**config.mk**
```make
export PLATFORM = sky130hd
export DESIGN_NAME = baud_clock_bank_flat
export DESIGN_NICKNAME = d
export VERILOG_FILES = /design/src/rtl/baud_clock_pkg.sv /design/src/rtl/baud_clock_bank_if.sv /design/src/rtl/baud_clock_channel.sv /design/src/rtl/baud_clock_bank.sv /design/src/flat_wrapper.sv
export SDC_FILE = /design/constraint.sdc
export NUM_CORES = 1
export LEC_CHECK = 0
export ABC_AREA = 1
export BUFFER_PORTS_ARGS = -buffer_cell sky130_fd_sc_hd__buf_2
export CAP_MARGIN = 30
export CORE_UTILIZATION = 40
export CTS_CLUSTER_DIAMETER = 120
export DETAILED_ROUTE_END_ITERATION = 7
export SLEW_MARGIN = 40
export SYNTH_ARGS = -nofsm -noshare
export SYNTH_HDL_FRONTEND = slang
export SYNTH_HIERARCHICAL = 1
export SYNTH_SLANG_ARGS = --single-unit
```
**constraint.sdc**
```tcl
create_clock -name clockIN -period 3.68 [get_ports clockIN]
set_input_delay 0.184 -clock clockIN [delete_from_list [all_inputs] [get_ports clockIN]]
set_output_delay 0.184 -clock clockIN [all_outputs]
set_load 0.02 [all_outputs]
```
**src/rtl/baud_clock_pkg.sv**
```systemverilog
// Shared constants, types and helpers for the baud clock bank.
package baud_clock_pkg;

  // Smallest usable divisor; smaller values are clamped on use.
  localparam int unsigned MIN_DIV = 2;

  // Per-channel run state.
  typedef enum logic {
    CH_IDLE = 1'b0,
    CH_RUN  = 1'b1
  } ch_state_e;

  // Divisor loaded at reset: one output period per baud interval.
  function automatic int unsigned calc_default_div(input int unsigned clk_hz,
                                                   input int unsigned baud);
    return clk_hz / baud;
  endfunction

  // Channel-select width; at least one bit even for a single channel.
  function automatic int cw_of(input int channels);
    return (channels <= 1) ? 1 : $clog2(channels);
  endfunction

  // Effective divisor: 0 and 1 behave as MIN_DIV.
  function automatic logic [31:0] clamp_div(input logic [31:0] d);
    return (d < MIN_DIV) ? MIN_DIV : d;
  endfunction

  // High time is the rounded-up half, so odd periods are high one cycle longer.
  function automatic logic [31:0] high_time(input logic [31:0] deff);
    return deff - (deff >> 1);
  endfunction

endpackage

```
**src/rtl/baud_clock_bank_if.sv**
```systemverilog
// Control/status bundle of the baud clock bank.
interface baud_clock_bank_if
  import baud_clock_pkg::*;
#(
  parameter int CHANNELS  = 2,
  parameter int DIV_WIDTH = 16
);
  localparam int CW = cw_of(CHANNELS);

  logic [CHANNELS-1:0]  enableIN;
  logic                 syncIN;
  logic                 cfgWrIN;
  logic [CW-1:0]        cfgChanIN;
  logic [DIV_WIDTH-1:0] cfgDivIN;
  logic [CHANNELS-1:0]  pendingOUT;
  logic [CHANNELS-1:0]  clockOUT;
  logic [CHANNELS-1:0]  tickOUT;

  modport master (
    output enableIN, syncIN, cfgWrIN, cfgChanIN, cfgDivIN,
    input  pendingOUT, clockOUT, tickOUT
  );

  modport slave (
    input  enableIN, syncIN, cfgWrIN, cfgChanIN, cfgDivIN,
    output pendingOUT, clockOUT, tickOUT
  );
endinterface

```
**src/rtl/baud_clock_channel.sv**
```systemverilog
// One divider channel: phase counter, active/pending divisor, registered outputs.
module baud_clock_channel
  import baud_clock_pkg::*;
#(
  parameter int                   DIV_WIDTH = 16,
  parameter logic [DIV_WIDTH-1:0] RESET_DIV = '0
) (
  input  logic                 clk_i,
  input  logic                 rst_n_i,
  input  logic                 enable_i,
  input  logic                 sync_i,
  input  logic                 wr_i,
  input  logic [DIV_WIDTH-1:0] wr_div_i,
  output logic                 pending_o,
  output logic                 clock_o,
  output logic                 tick_o
);

  ch_state_e            state_q, state_d;
  logic [DIV_WIDTH-1:0] p_q, p_d;
  logic [DIV_WIDTH-1:0] a_q, a_d;
  logic [DIV_WIDTH-1:0] pdiv_q, pdiv_d;
  logic                 flag_q, flag_d;
  logic                 clock_q, clock_d;
  logic                 tick_q, tick_d;

  logic [31:0] deff;
  logic [31:0] high;
  logic        wrap;

  assign deff = clamp_div(32'(a_q));
  assign high = high_time(deff);
  assign wrap = (32'(p_q) == deff - 32'd1);

  // Next-state: disable idles at once, any boundary restarts the period and
  // consumes the pending divisor, and a same-edge write re-arms pending.
  always_comb begin
    state_d = state_q;
    p_d     = p_q;
    a_d     = a_q;
    pdiv_d  = pdiv_q;
    flag_d  = flag_q;
    clock_d = 1'b0;
    tick_d  = 1'b0;
    if (!enable_i) begin
      state_d = CH_IDLE;
      p_d     = '0;
      if (flag_q) begin
        a_d    = pdiv_q;
        flag_d = 1'b0;
      end
    end else if (sync_i || (state_q == CH_IDLE) || wrap) begin
      state_d = CH_RUN;
      p_d     = '0;
      tick_d  = 1'b1;
      clock_d = 1'b1;
      if (flag_q) begin
        a_d    = pdiv_q;
        flag_d = 1'b0;
      end
    end else begin
      p_d     = p_q + 1'b1;
      clock_d = (32'(p_d) < high);
    end
    if (wr_i) begin
      pdiv_d = wr_div_i;
      flag_d = 1'b1;
    end
  end

  // State and output registers; reset clears outputs asynchronously.
  always_ff @(posedge clk_i or negedge rst_n_i) begin
    if (!rst_n_i) begin
      state_q <= CH_IDLE;
      p_q     <= '0;
      a_q     <= RESET_DIV;
      pdiv_q  <= RESET_DIV;
      flag_q  <= 1'b0;
      clock_q <= 1'b0;
      tick_q  <= 1'b0;
    end else begin
      state_q <= state_d;
      p_q     <= p_d;
      a_q     <= a_d;
      pdiv_q  <= pdiv_d;
      flag_q  <= flag_d;
      clock_q <= clock_d;
      tick_q  <= tick_d;
    end
  end

  assign pending_o = flag_q;
  assign clock_o   = clock_q;
  assign tick_o    = tick_q;

endmodule

```
**src/rtl/baud_clock_bank.sv**
```systemverilog
// Bank of independent programmable clock/tick dividers sharing one clock.
module baud_clock_bank
  import baud_clock_pkg::*;
#(
  parameter int unsigned CLOCK_FREQUENCY = 150_000_000,
  parameter int unsigned BAUD_RATE       = 9600,
  parameter int          CHANNELS        = 2,
  parameter int          DIV_WIDTH       = 16
) (
  input  logic              clockIN,
  input  logic              resetnIN,
  baud_clock_bank_if.slave  bus
);

  localparam int unsigned DEFAULT_DIV = calc_default_div(CLOCK_FREQUENCY, BAUD_RATE);

  logic [CHANNELS-1:0] wr_sel;
  logic [CHANNELS-1:0] pending_w;
  logic [CHANNELS-1:0] clock_w;
  logic [CHANNELS-1:0] tick_w;

  // Out-of-range channel numbers match no instance, so such writes vanish.
  for (genvar gi = 0; gi < CHANNELS; gi++) begin : g_chan
    assign wr_sel[gi] = bus.cfgWrIN && (32'(bus.cfgChanIN) == 32'(gi));

    baud_clock_channel #(
      .DIV_WIDTH (DIV_WIDTH),
      .RESET_DIV (DIV_WIDTH'(DEFAULT_DIV))
    ) u_chan (
      .clk_i     (clockIN),
      .rst_n_i   (resetnIN),
      .enable_i  (bus.enableIN[gi]),
      .sync_i    (bus.syncIN),
      .wr_i      (wr_sel[gi]),
      .wr_div_i  (bus.cfgDivIN),
      .pending_o (pending_w[gi]),
      .clock_o   (clock_w[gi]),
      .tick_o    (tick_w[gi])
    );
  end

  assign bus.pendingOUT = pending_w;
  assign bus.clockOUT   = clock_w;
  assign bus.tickOUT    = tick_w;

endmodule

```
**src/flat_wrapper.sv**
```systemverilog
// flat-port wrapper written by rule: the top's interface ports become plain ports
module baud_clock_bank_flat import baud_clock_pkg::*;
#(
  parameter int unsigned CLOCK_FREQUENCY = 150_000_000,
  parameter int unsigned BAUD_RATE       = 9600,
  parameter int          CHANNELS        = 2,
  parameter int          DIV_WIDTH       = 16
)
  (clockIN, resetnIN, bus_enableIN, bus_syncIN, bus_cfgWrIN, bus_cfgChanIN, bus_cfgDivIN, bus_pendingOUT, bus_clockOUT, bus_tickOUT);
  baud_clock_bank_if #(.CHANNELS(CHANNELS), .DIV_WIDTH(DIV_WIDTH)) bus_i ();
  input  logic clockIN;
  input  logic resetnIN;
  input wire logic [$bits(bus_i.enableIN)-1:0] bus_enableIN;
  input wire logic [$bits(bus_i.syncIN)-1:0] bus_syncIN;
  input wire logic [$bits(bus_i.cfgWrIN)-1:0] bus_cfgWrIN;
  input wire logic [$bits(bus_i.cfgChanIN)-1:0] bus_cfgChanIN;
  input wire logic [$bits(bus_i.cfgDivIN)-1:0] bus_cfgDivIN;
  output wire logic [$bits(bus_i.pendingOUT)-1:0] bus_pendingOUT;
  output wire logic [$bits(bus_i.clockOUT)-1:0] bus_clockOUT;
  output wire logic [$bits(bus_i.tickOUT)-1:0] bus_tickOUT;
  assign bus_i.enableIN = bus_enableIN;
  assign bus_i.syncIN = bus_syncIN;
  assign bus_i.cfgWrIN = bus_cfgWrIN;
  assign bus_i.cfgChanIN = bus_cfgChanIN;
  assign bus_i.cfgDivIN = bus_cfgDivIN;
  assign bus_pendingOUT = bus_i.pendingOUT;
  assign bus_clockOUT = bus_i.clockOUT;
  assign bus_tickOUT = bus_i.tickOUT;
  baud_clock_bank #(.CLOCK_FREQUENCY(CLOCK_FREQUENCY), .BAUD_RATE(BAUD_RATE), .CHANNELS(CHANNELS), .DIV_WIDTH(DIV_WIDTH)) u_core (.clockIN(clockIN), .resetnIN(resetnIN), .bus(bus_i));
endmodule
```
==> summary.md <==
| Metric | Value |
|---|---|
| Status | complete, no violations |
| Switching power | 2.083 mW |
| Fmax achieved | between 200 and 300 MHz |
| Routed len/inst | roughly 14 µm |
| Flop pwr share | 27.9% |
| Total Routing Usage GR | approximately 20% |
| Vias in the first global route | 6991 |
| Combinational share of power | 52.0% |
| Hold_sp | bus_enableIN[0] |
| Net Sw Frac | between 40 and 50% |
| DIE AREA | 21660 µm² |
| Max Cap Violations | 0 |
| Initial Util | around 41% |
| Cell Int Power | 2.829 mW |
| Row cnt | 52 |
| Number of library cell types mapped by synthesis | between 40 and 50 |
| Hold/Removal Path Class | primary input to flop |
| Layout cells sized above 1 | 16.44% |
| Crit path required time | between 3 and 4 ns |
| Final Slew Violations | 0 |
| Synth cell count leaders | nand2_1, inv_1, ha_1 |
| Top-area cell type share of the netlist area | 22.56% |
| Total core area | 20430 µm² |
| Worst-Margin Slew | 0.6978 ns |
| Clock Latency Late Sink | 0.36 ns |
| Antenna-violating nets left | 0 |
| Top-count cell post-synth | nand2_1 |
| Ys async rst share | between 90% and 100% |
| Syn Inst Count | ~1200 |
| Height of the die | about 150 µm |
| Pin count of the biggest net entering global routing | 77 |
| Clock skew | 0.01011 ns |
| Fin nets | 1361 |
| Post-DP HPWL | about 16000 µm |
| Antenna cells | 0 |
| Final wirelength | 20460 µm |
| DIE WIDTH | 147.2 µm |
| Clock buffer depth | 2 |
| DRC Markers | 0 |
| Setup crit start kind | flop |
| Cell Count, Final, Fillers Out | 1511 |
| Dpl cells | 1487 |
| CP endpoint kind | flop |
| Critical path class | flop to flop |
| Grt total ovfl | 0 |
| TritonCTS clock tree | yes |
| Layout Area Growth over Synthesis | 15.16% |
| Synth Warn # | 6 |
| RSZ-0062 raised after global routing | true |
| Clock sinks | between 100 and 150 |
| Clk slew on worst S/H paths | 0.08 ns |
| Via count | 7260 |
| Mapped Area | about 8400 µm² |
| Lkg Pwr | 5.120 nW |
| DR vias/cell | 4.805 |
| Post-synth EDFFs | 0 |
| First-pass GRT wire length | between 30000 and 40000 µm |
| Clk pwr share | 20.1% |
| Root buffer cell | clkbuf_16 |
| Rel. slew slack | 53.48% |
| Initial antenna violation count | 0 |
| Mean Syn Cell Area | 7.192 µm² |
| Largest area contributor in the netlist | dfrtp_1 |
| Yosys reg bits | between 100 and 150 |
| Final min period | about 3.5 ns |
| TritonCTS Buffers | 9 |
| 1st-iter DRT viols | 414 |
| Sequential fraction of the synthesis area | a little under a third |
| Worst VDD drop | approximately 0.00025 V |
| Number of fill cells in the layout | 2078 |
| Ports | 29 |
| Hold Violations, Final | 0 |
| H-Tree Depth | 3 |
| Arr. time, crit path | 3.75 ns |
| CP Launch Point | u_core/g_chan[1].u_chan/a_q[14] |
| Syn_nets | 1297 |
| Post-route cell area | 9707 µm² |
| Critical Path Fanout Max | 3 |
| DP Area | 9183 µm² |
| Ratio of total power to cell area | 506.0 nW/µm² |
| # port buffers | 28 |
| Reg2reg start | u_core/g_chan[1].u_chan/a_q[14] |
| Final setup viols | 0 |
| Prevailing post-synth register cell | dfrtp_1 |
| Final Wtd Congestion | roughly 0.87 |
| Router iterations before antenna repair | 5 |
| Leading post-synthesis cells by cell area | dfrtp_1, nand2_1, ha_1 |
| Fin crit share | 93.91% |
## area by class of cell
class / instances / area (µm²) / share of cell area [%]
multi-input cells: 847 / 5085 / 52.38
flip-flops and latches: 104 / 2638 / 27.17
repair buffers: 96 / 678.2 / 6.986
inverters: 178 / 668.1 / 6.883
well taps: 270 / 337.8 / 3.480
clock buffers: 9 / 225.2 / 2.320
clock inverters: 7 / 75.07 / 0.7734
## registers in the layout, indices dropped and copies added (netlist names)
register / flops
u_core/g_chan.u_chan/state_q: 2
u_core/g_chan.u_chan/a_q: 32
u_core/g_chan.u_chan/pending_o: 2
u_core/g_chan.u_chan/pdiv_q: 32
u_core/g_chan.u_chan/clock_o: 2
u_core/g_chan.u_chan/tick_o: 2
u_core/g_chan.u_chan/p_q: 32
## metal layers
metal  up-vias  part of all wire (%)  track usage [%]
li1       3796                     -                -
met1      3353                    52            28.87
met2        98                    44            30.92
met3        13                   2.6            1.801
met4         0                   1.1            4.742
met5         -                     0                0
## final timing paths
kind / end / slack (ns) / depth (start not counted)
max: u_core/g_chan[1].u_chan/clock_o / 0.22 / 26
min: u_core/g_chan[0].u_chan/state_q / 0.01 / 1
max reg2reg: u_core/g_chan[1].u_chan/clock_o / 0.22 / 26
min reg2reg: u_core/g_chan[1].u_chan/pdiv_q[10] / 0.46 / 2
max in group asynchronous: u_core/g_chan[1].u_chan/pdiv_q[13] / 2.48 / 3
min in group asynchronous: u_core/g_chan[0].u_chan/p_q[5] / 0.38 / 2
## cells in the final DEF, fill, tap and decap left out, drive strengths merged, types with 28 or more instances in the layout
master,synthesis,final
a21oi,44,44
buf,11,94
dfrtp,76,76
dfstp,28,28
ha,100,100
inv,176,179
nand2,355,355
nand3,86,87
nor2,103,103
o21ai,36,36
xor2,48,48
## power by group through the flow
stage / sequential [mW] / clock, mW / combinational, mW
2_1_floorplan: 1.40 / 0 / 1.68
3_3_place_gp: 1.39 / 0 / 2.34
3_5_place_dp: 1.39 / 0 / 2.37
4_1_cts: 1.37 / 1.02 / 2.40
5_1_grt: 1.38 / 1.06 / 2.92
6_report: 1.37 / 0.988 / 2.55
## logic make-up after synthesis
logic type	share of synthesized area, %
compound gates	6.784
xor+xnor	6.754
buf+inv	10.32
flops	31.29
simple gates	29.54
fa+ha+maj	15.32
## through the flow
| stage | hold slack (ns) | util [%] | total power [mW] | setup TNS, ns | setup slack [ns] |
|---|---|---|---|---|---|
| floorplan | -0.1116 | - | 3.085 | 0 | 0.08081 |
| global placement | 0.3644 | 44.93 | 3.730 | 0 | 0.07560 |
| detailed placement | 0.2551 | 44.95 | 3.756 | -0.06913 | -0.04418 |
| CTS | 0.001278 | 46.52 | 4.780 | 0 | 0.007950 |
| global route | 0.004863 | 47.51 | 5.362 | -0.1061 | -0.07966 |
| finish | 0.01228 | 47.51 | 4.912 | 0 | 0.2242 |
## critical path, cell delays in order (launching register included)
cell       delay, ns
dfrtp_1         0.39
inv_2           0.07
ha_2            0.17
nand3_1         0.10
nor2_2          0.14
nand2_4         0.09
nand2_4         0.09
ha_4            0.14
fa_2            0.22
inv_2           0.05
a31oi_4         0.18
buf_6           0.12
nor2_1          0.03
o21ai_1         0.14
nand2_1         0.08
xor2_1          0.15
ha_1            0.31
nand2_2         0.07
inv_1           0.04
nand3_1         0.09
a21oi_2         0.04
buf_4           0.14
o211ai_1        0.19
o2111ai_1       0.15
nand4_1         0.11
nand2_1         0.05
inv_1           0.05
## timing repair
item,4_1_cts,5_1_grt
endpoints found under the hold margin,53,0
hold buffers,2,0
gates resized for setup,2,51
endpoints found under the setup margin,2,65
buffers inserted,0,5
pin swaps,0,25
gates cloned,0,1
(Power assumes the default switching activity.)
